## config.mk

```make
export PLATFORM = sky130hd
export DESIGN_NAME = camera_capture_writer
export DESIGN_NICKNAME = d
export VERILOG_FILES = /design/src/rtl/camera_capture_writer_pkg.sv /design/src/rtl/camera_capture_writer_byte_pairer.sv /design/src/rtl/camera_capture_writer.sv
export SDC_FILE = /design/constraint.sdc
export NUM_CORES = 1
export LEC_CHECK = 0
export BUFFER_PORTS_ARGS = -buffer_cell sky130_fd_sc_hd__clkbuf_2
export CAP_MARGIN = 25
export CORE_MARGIN = 4
export CORE_UTILIZATION = 50
export CTS_CLUSTER_DIAMETER = 100
export DETAILED_ROUTE_END_ITERATION = 7
export PLACE_DENSITY_LB_ADDON = 0.05
export SKIP_LAST_GASP = 1
export SYNTH_ARGS = -nofsm -noshare
export SYNTH_HDL_FRONTEND = slang
export SYNTH_SLANG_ARGS = --single-unit
```

## constraint.sdc

```tcl
create_clock -name clk_clk -period 2.4 [get_ports clk_clk]
set_input_delay 0.36 -clock clk_clk [delete_from_list [all_inputs] [get_ports clk_clk]]
set_output_delay 0.36 -clock clk_clk [all_outputs]
set_load 0.02 [all_outputs]
```

## src/rtl/camera_capture_writer_pkg.sv

```systemverilog
// Shared types, colour constants and pixel helpers for the camera capture writer.
package camera_pkg;

    typedef enum logic [1:0] {
        StIdle,
        StWaitVsLow,
        StCapture
    } cap_state_t;

    localparam int unsigned DefHActive     = 640;
    localparam int unsigned DefVActive     = 480;
    localparam int unsigned DefFramePixels = 76800;

    localparam logic [11:0] ColWhite   = 12'hFFF;
    localparam logic [11:0] ColYellow  = 12'hFF0;
    localparam logic [11:0] ColCyan    = 12'h0FF;
    localparam logic [11:0] ColGreen   = 12'h0F0;
    localparam logic [11:0] ColMagenta = 12'hF0F;
    localparam logic [11:0] ColRed     = 12'hF00;
    localparam logic [11:0] ColBlue    = 12'h00F;
    localparam logic [11:0] ColBlack   = 12'h000;

    // Keep the top bits of each RGB565 field: R5[4:1], G6[5:2], B5[4:1].
    function automatic logic [11:0] rgb565_to_rgb444(input logic [7:0] b0, input logic [7:0] b1);
        return {b0[7:4], b0[2:0], b1[7], b1[4:1]};
    endfunction

    function automatic logic [11:0] colour_bar(input logic [2:0] idx);
        logic [11:0] c;
        case (idx)
            3'd0:    c = ColWhite;
            3'd1:    c = ColYellow;
            3'd2:    c = ColCyan;
            3'd3:    c = ColGreen;
            3'd4:    c = ColMagenta;
            3'd5:    c = ColRed;
            3'd6:    c = ColBlue;
            default: c = ColBlack;
        endcase
        return c;
    endfunction

endpackage

```

## src/rtl/camera_capture_writer_byte_pairer.sv

```systemverilog
// Pairs camera bytes into pixels while href is high and converts RGB565 to RGB444.
module cam_byte_pairer
    import camera_pkg::*;
(
    input  logic        clk_i,
    input  logic        rst_ni,
    input  logic        clr_i,
    input  logic        href_i,
    input  logic [7:0]  data_i,
    output logic        pix_valid_o,
    output logic [11:0] pix_data_o
);

    logic       phase_q, phase_d;
    logic [7:0] b0_q, b0_d;

    always_comb begin
        phase_d = phase_q;
        b0_d    = b0_q;
        if (clr_i || !href_i) begin
            phase_d = 1'b0;
        end else begin
            phase_d = ~phase_q;
            if (!phase_q) begin
                b0_d = data_i;
            end
        end
    end

    always_ff @(posedge clk_i or negedge rst_ni) begin
        if (!rst_ni) begin
            phase_q <= 1'b0;
            b0_q    <= 8'h00;
        end else begin
            phase_q <= phase_d;
            b0_q    <= b0_d;
        end
    end

    assign pix_valid_o = href_i && phase_q && !clr_i;
    assign pix_data_o  = rgb565_to_rgb444(b0_q, data_i);

endmodule

```

## src/rtl/camera_capture_writer.sv

```systemverilog
// OV7670 capture into the shared frame buffer with optional 2x2 decimation.
// Optional colour-bar source is enabled by defining CAPTURE_TESTPAT_EN.
module camera_capture_writer
    import camera_pkg::*;
#(
    parameter int unsigned H_ACTIVE     = DefHActive,
    parameter int unsigned V_ACTIVE     = DefVActive,
    parameter int unsigned DECIMATE     = 1,
    parameter int unsigned ADDR_W       = 17,
    parameter int unsigned FRAME_PIXELS = DefFramePixels
) (
    input  logic              clk_clk,
    input  logic              reset_reset_n,
    input  logic              cam_vsync,
    input  logic              cam_href,
    input  logic [7:0]        cam_data,
    input  logic              enable,
`ifdef CAPTURE_TESTPAT_EN
    input  logic              test_pattern,
`endif
    output logic [ADDR_W-1:0] wraddress,
    output logic [11:0]       wrdata,
    output logic              wren,
    output logic              frame_done,
    output logic              overflow
);

    // Column counter is at least 9 bits so the colour-bar index out_col[8:6] always exists.
    localparam int unsigned ColW = ($clog2(H_ACTIVE) + 2 > 9) ? $clog2(H_ACTIVE) + 2 : 9;
    localparam int unsigned RowW = $clog2(V_ACTIVE) + 2;
    localparam logic [ADDR_W-1:0] LastAddr = ADDR_W'(FRAME_PIXELS - 1);

    cap_state_t        state_q, state_d;
    logic              vsync_q, href_q;
    logic [ColW-1:0]   col_q, col_d, out_col_q, out_col_d;
    logic [RowW-1:0]   row_q, row_d;
    logic [ADDR_W-1:0] addr_q, addr_d, wraddr_q, wraddr_d;
    logic [11:0]       wrdata_q, wrdata_d, wr_pix, pix_data;
    logic              wren_q, wren_d, done_q, done_d, ovf_q, ovf_d;
    logic              pix_valid, start, keep, vs_rise, vs_fall, href_fall;

    assign vs_rise   = cam_vsync && !vsync_q;
    assign vs_fall   = !cam_vsync && vsync_q;
    assign href_fall = href_q && !cam_href;
    assign start     = (state_q == StWaitVsLow) && vs_fall && enable;
    assign keep      = (DECIMATE == 0) || (!col_q[0] && !row_q[0]);

    cam_byte_pairer u_pairer (
        .clk_i       (clk_clk),
        .rst_ni      (reset_reset_n),
        .clr_i       (start),
        .href_i      (cam_href),
        .data_i      (cam_data),
        .pix_valid_o (pix_valid),
        .pix_data_o  (pix_data)
    );

`ifdef CAPTURE_TESTPAT_EN
    assign wr_pix = test_pattern ? colour_bar(out_col_q[8:6]) : pix_data;
`else
    assign wr_pix = pix_data;
`endif

    always_comb begin
        state_d   = state_q;
        col_d     = col_q;
        out_col_d = out_col_q;
        row_d     = row_q;
        addr_d    = addr_q;
        wraddr_d  = wraddr_q;
        wrdata_d  = wrdata_q;
        wren_d    = 1'b0;
        done_d    = 1'b0;
        ovf_d     = ovf_q;
        unique case (state_q)
            StIdle: begin
                if (cam_vsync) state_d = StWaitVsLow;
            end
            StWaitVsLow: begin
                if (start) begin
                    state_d   = StCapture;
                    col_d     = '0;
                    out_col_d = '0;
                    row_d     = '0;
                    addr_d    = '0;
                end
            end
            StCapture: begin
                // A vsync rise abandons whatever line is in flight.
                if (vs_rise) begin
                    state_d = StWaitVsLow;
                    done_d  = 1'b1;
                end else begin
                    if (pix_valid) begin
                        col_d = col_q + 1'b1;
                        if (keep) begin
                            out_col_d = out_col_q + 1'b1;
                            if (addr_q <= LastAddr) begin
                                wren_d   = 1'b1;
                                wraddr_d = addr_q;
                                wrdata_d = wr_pix;
                                addr_d   = addr_q + 1'b1;
                            end else begin
                                ovf_d = 1'b1;
                            end
                        end
                    end
                    if (href_fall) begin
                        col_d     = '0;
                        out_col_d = '0;
                        row_d     = row_q + 1'b1;
                    end
                end
            end
            default: state_d = StIdle;
        endcase
    end

    always_ff @(posedge clk_clk or negedge reset_reset_n) begin
        if (!reset_reset_n) begin
            state_q   <= StIdle;
            vsync_q   <= 1'b0;
            href_q    <= 1'b0;
            col_q     <= '0;
            out_col_q <= '0;
            row_q     <= '0;
            addr_q    <= '0;
            wraddr_q  <= '0;
            wrdata_q  <= '0;
            wren_q    <= 1'b0;
            done_q    <= 1'b0;
            ovf_q     <= 1'b0;
        end else begin
            state_q   <= state_d;
            vsync_q   <= cam_vsync;
            href_q    <= cam_href;
            col_q     <= col_d;
            out_col_q <= out_col_d;
            row_q     <= row_d;
            addr_q    <= addr_d;
            wraddr_q  <= wraddr_d;
            wrdata_q  <= wrdata_d;
            wren_q    <= wren_d;
            done_q    <= done_d;
            ovf_q     <= ovf_d;
        end
    end

    assign wraddress  = wraddr_q;
    assign wrdata     = wrdata_q;
    assign wren       = wren_q;
    assign frame_done = done_q;
    assign overflow   = ovf_q;

endmodule

```

==> results.ini, run 1 <==
[outcome]
status = completed

[grt]
grt_overflow = 0
grt_pass1_vias = 2095
grt_antenna_before_repair = 0
grt_pass1_wl_um = 10100
grt_max_degree = 42
grt.total_usage_pct = 18.3

[cts]
clock_latency_ns = 0.34
cts_sinks = 63
cts_max_level = 3
cts_root_buffer = clkbuf_8
cts.repair.resized = 0
cts_buffers = 9
holdBufCountCts = 0
cts_tree = yes
clock_path_buffers = 2
clk_pin_slew_ns = 0.07
post_cts_buffers = 0

[critical_path]
crit_path_max_incr_delay_ns = 0.45
worstSetupPathType = flip-flop to flip-flop
critPathCaptureType = flip-flop
cp_max_fo = 24
cpMaxStageDelayCell = dfrtp_1
cp.arrival_ns = 2.50
start_kind = flip-flop
cp.required_ns = 2.62
cp_cell_sequence = nand2_2 > or4_1 > nor4_2 > o21a_2 > buf_12 > mux2_1

[yosys]
synth-seq-cells = 63
synth_cell_type_count = 41
avgSynthCellArea_sq_um = 10.9
muxShareOfSynthArea_pct = 11.6
yosysSeqAreaShare_pct = 55.8
synth_cells = 258
synthXorXnorAreaFrac_pct = 0
synth_simple_gate_area_share_pct = 15.0
ys.flop_type = dfrtp_1
synthArstFlopShare_pct = 100
synth_edf_count = 0
synth_area_sq_um = 2820
syn_nets = 272
synthAdderAreaFrac_pct = 0.443
synth_compound_area_share_pct = 13.2
synth_top_family_by_area = simple AND/OR/NAND/NOR gates
yosysWarningCount = 0

[timing]
setup_tns_ns = 0
relSlewSlack_pct = 57.9
fmax_mhz = 439
hold_viol_final = 0
fin_hold_ws_ns = 0.0265
finalClockSkew_ns = 0.00465
period_needed_ns = 2.28
timing.final.crit_share_pct = 95.0
fin_ws_ns = 0.120
maxSlewViolCount = 0
tightest_slew_ns = 0.632
rsz0062_at_grt = false
setup-violations-final = 0

[layout]
n_fill_cell = 464
final_cell_mix = dfrtp_1 (63), clkbuf_2 (44), nand2_1 (37)
final_core_util_pct = 62.3
fin_cells = 393
area_growth_pct = 21.4
drive_gt1_share_pct = 26.5
fin_nets = 330
mostFrequentLayoutCell = dfrtp_1
diodes = 0
final_area_sq_um = 3430

[route]
first_pass_iters = 5
wl_um = 5960
vias = 2154
antenna_left = 0
vias_per_cell = 5.48
drt_iter0_drc = 128
wl_per_cell_um = 15.2
drc = 0

[place]
dp.cells = 377
portBuffers = 44
preCtsSetupSlack_ns = 0.156
dpl.hpwl_um = 4090
gp_congestion = 0.814
dpl_cell_area_sq_um = 3220

[die]
die_x_um = 83.2
dieHeight_um = 83.2
die_area_sq_um = 6910
io-pin-count = 45
core_area_sq_um = 5510
initial_core_util_pct = 51.3
num_rows = 27

[power]
vdd_ir_drop_max_v = 0.000486
p_total_mw = 2.43
power_density_nw_per_um2 = 709
leakagePower_nw = 1.72

[min_path]
worstHoldPathType = primary input to async pin

[run]
drv_cap = 0

flip-flops by register name, indices dropped and copies added, names as in the netlist:
| register | flops |
|---|---|
| addr_q | 17 |
| wraddress | 17 |
| wrdata | 12 |
| u_pairer.b0_q | 7 |
| state_q | 2 |
| col_q | 1 |
| frame_done | 1 |
| href_q | 1 |
| overflow | 1 |
| row_q | 1 |
| u_pairer.phase_q | 1 |
| vsync_q | 1 |
| wren | 1 |
final cells by class:
class	count	area, sq um	share of cell area [%]
inverters	9	33.8	0.985
well taps	72	90.1	2.63
clock inverters	5	56.3	1.64
multi-input cells	174	1140	33.2
repair buffers	59	383	11.2
clock buffers	11	151	4.41
flip-flops and latches	63	1580	46.0
synth_stat cells, types with 3 or more instances:
cell	instances	area (sq um)
dfrtp_1	63	1580
clkbuf_1	3	11.3
nor2_1	11	41.3
nand4_1	3	18.8
nor3_1	4	20.0
a41oi_1	3	26.3
inv_1	8	30.0
nand2_1	37	139
a21oi_1	17	85.1
and3_1	4	25.0
o21a_1	6	45.0
a31oi_1	9	56.3
buf_2	4	20.0
buf_4	3	22.5
a21o_1	3	22.5
o21ai_0	10	50.1
mux2_1	24	270
nand3_1	11	55.1
mux2_2	5	56.3
nand2b_1	6	37.5
metal layers:
| metal | vias to the layer above | global-route usage, % | wire [um] |
|---|---|---|---|
| met4 | 0 | 8.32 | 123 |
| met1 | 1040 | 25.1 | 2790 |
| met3 | 12 | 4.76 | 314 |
| met2 | 59 | 27.2 | 2730 |
| li1 | 1043 | - | - |
| met5 | - | 0 | 0 |
where the power goes:
group	leakage [nW]	switching (mW)	total [mW]	internal, mW
Combinational	0.758	0.177	0.297	0.119
Clock	0.105	0.414	0.948	0.534
Sequential	0.854	0.0487	1.19	1.14
Total	1.72	0.640	2.43	1.79
cell families (layout without fill, tap and decap cells):
logic type | count (synthesis) | count (layout)
compound gates | 58 | 58
fa+ha+maj | 1 | 1
buf+inv | 21 | 84
flops | 63 | 63
mux | 29 | 29
simple gates | 86 | 86
critical path, delay by kind of cell (launching register included):
family / cells / cell delay (ns)
AND/OR/NAND/NOR: 3 / 0.94
flip-flops: 1 / 0.45
multiplexers: 1 / 0.34
AO/OA/AOI/OAI: 1 / 0.23
buffers and inverters: 1 / 0.18
worst paths after layout:
kind	from	endpoint	slack [ns]	cells after the start
worst max-delay path	addr_q[5]$_DFFE_PN0P_	wrdata[9]$_DFFE_PN0P_	0.12	6
min in group clk_clk	cam_data[5]	u_pairer.b0_q[5]$_DFFE_PN0P_	0.21	3
max in group asynchronous	reset_reset_n	wraddress[5]$_DFFE_PN0P_	1.73	2
worst min-delay path	reset_reset_n	frame_done$_DFF_PN0_	0.03	1
worst max register to register	addr_q[5]$_DFFE_PN0P_	wrdata[9]$_DFFE_PN0P_	0.12	6
worst min register to register	overflow$_DFFE_PN0P_	overflow$_DFFE_PN0P_	0.47	1
Power figures use the tool's default switching activity.
==> run 2: changes to the inputs <==
CORE_MARGIN = not set   (was 4)
==> run 2 against run 1 <==
Effect of this change:
- fmax increased by 1.6%
- clock skew increased by 0.0026 ns
- design area increased by 1.5%
- power increased by 4.4%
- non-clock buffer count increased by 1
- combinational power decreased by 3%
- hold slack got worse by 0.018 ns
- routed wire length decreased by 1.0%
- count of clock-buffer cells in the layout unchanged
- utilization increased by 3.7 points
- critical endpoint is now wrdata[6]$_DFFE_PN0P_
==> results.ini, run 2 (same netlist as run 1, synthesis figures left out) <==
[die]
die_area_sq_um = 5950
io-pin-count = 45
die_x_um = 77.2
dieHeight_um = 77.2
core_area_sq_um = 5270
initial_core_util_pct = 53.6
num_rows = 26

[route]
wl_um = 5900
drt_iter0_drc = 78
maxUsedRoutingLayer = met4
first_pass_iters = 4
vias_per_cell = 5.54
antenna_left = 0
wirelength_met1_um = 2800
wl_met2_um = 2770
drc = 0
wl_met3_um = 220
vias = 2170
wl_per_cell_um = 15.1

[timing]
setup-violations-final = 0
setup_tns_ns = 0
hold_viol_final = 0
tightest_slew_ns = 0.557
fmax_mhz = 446
timing.final.crit_share_pct = 93.5
maxSlewViolCount = 0
finalClockSkew_ns = 0.00729
fin_hold_ws_ns = 0.00863
rsz0062_at_grt = false
relSlewSlack_pct = 62.6
period_needed_ns = 2.24
fin_ws_ns = 0.157

[place]
gp_congestion = 0.817
portBuffers = 44
preCtsSetupSlack_ns = 0.108
dpl.hpwl_um = 3830

[power]
leakagePower_nw = 1.75
power_density_nw_per_um2 = 729
pwr-share-comb_pct = 11.4
power_frac_seq_pct = 46.8
sw_frac_of_total_pct = 25.6
power_switching_mw = 0.649
clock_power_share_pct = 41.8
vdd_ir_drop_max_v = 0.000409
p_int_mw = 1.89

[layout]
area.sequential_sq_um = 1580
multi_input_area_sq_um = 1150
area_growth_pct = 23.2
diodes = 0
fin_nets = 331
final_cell_mix = dfrtp_1 (62), clkbuf_2 (44), nand2_1 (37)
mostFrequentLayoutCell = dfrtp_1
n_fill_cell = 443
drive_gt1_share_pct = 27.0

[grt]
grt_antenna_before_repair = 0
grt_max_degree = 64
grt.total_usage_pct = 22.0
grt_pass1_wl_um = 10200
grt_pass1_vias = 2162
grt_overflow = 0

[cts]
clock_latency_ns = 0.34
clock_path_buffers = 2
cts_tree = yes
holdBufCountCts = 0
cts.repair.resized = 0
cts_max_level = 3
cts_root_buffer = clkbuf_8
cts_sinks = 63
clk_pin_slew_ns = 0.07
cts_buffers = 9
post_cts_buffers = 0

[critical_path]
cp_max_fo = 16
cp.arrival_ns = 2.46
ff2ff_path_depth = 6
critPathCaptureType = flip-flop
reg2reg_from = addr_q[16]$_DFFE_PN0P_
worstSetupPathType = flip-flop to flip-flop
start_kind = flip-flop
cp.required_ns = 2.62
reg2reg_slack_ns = 0.16
timing.rr.end = wrdata[6]$_DFFE_PN0P_

[min_path]
worstHoldPathType = primary input to async pin

[run]
drv_cap = 0

[outcome]
status = completed

-- run 2: worst max-delay path, cell delays in order (launching register included) --
cell and delay [ns]:
dfrtp_1 0.42, inv_1 0.08, or4_1 0.53, nor4_4 0.35, o21a_4 0.22, buf_12 0.17, mux2_2 0.35
-- run 2: worst max path at each step --
stage          cells after the start                   endpoint  slack (ns)                   start
2_1_floorplan                      7  wraddress[13]$_DFFE_PN0P_        0.19  addr_q[12]$_DFFE_PN0P_
3_3_place_gp                       6      wrdata[6]$_DFFE_PN0P_        0.13   addr_q[5]$_DFFE_PN0P_
3_5_place_dp                       6      wrdata[5]$_DFFE_PN0P_        0.11   addr_q[5]$_DFFE_PN0P_
4_1_cts                            6      wrdata[6]$_DFFE_PN0P_        0.08   addr_q[5]$_DFFE_PN0P_
5_1_grt                            7   wraddress[1]$_DFFE_PN0P_        0.05  addr_q[12]$_DFFE_PN0P_
6_report                           6      wrdata[6]$_DFFE_PN0P_        0.16  addr_q[16]$_DFFE_PN0P_
-- run 2: cell type report --
| type | instances | area share [%] |
|---|---|---|
| flip-flops and latches | 63 | 45.3 |
| inverters | 9 | 0.971 |
| repair buffers | 60 | 11.4 |
| well taps | 70 | 2.52 |
| clock inverters | 5 | 2.30 |
| multi-input cells | 174 | 33.2 |
| clock buffers | 11 | 4.35 |
-- run 2: per-layer routing --
metal / GRT usage, % / up-vias
met4: 11.3 / 0
met5: 0 / -
met3: 4.17 / 12
met1: 28.4 / 1057
li1: - / 1049
met2: 35.0 / 52
-- run 2: metrics by stage --
step | instances | util, % | instance area, sq um | power (mW)
floorplan | 258 | - | 2820 | 1.37
global placement | 375 | 60.9 | 3210 | 1.49
detailed placement | 375 | 60.9 | 3210 | 1.50
finish | 392 | 66.0 | 3480 | 2.54
global route | 392 | 66.0 | 3480 | 2.64
CTS | 391 | 65.2 | 3440 | 2.56
-- run 2: power groups by stage --
stage | Combinational, mW | Clock (mW) | Sequential, mW
floorplan | 0.125 | 0 | 1.24
global route | 0.321 | 1.12 | 1.20
detailed placement | 0.290 | 0 | 1.21
global placement | 0.286 | 0 | 1.20
finish | 0.289 | 1.06 | 1.19
CTS | 0.293 | 1.08 | 1.19
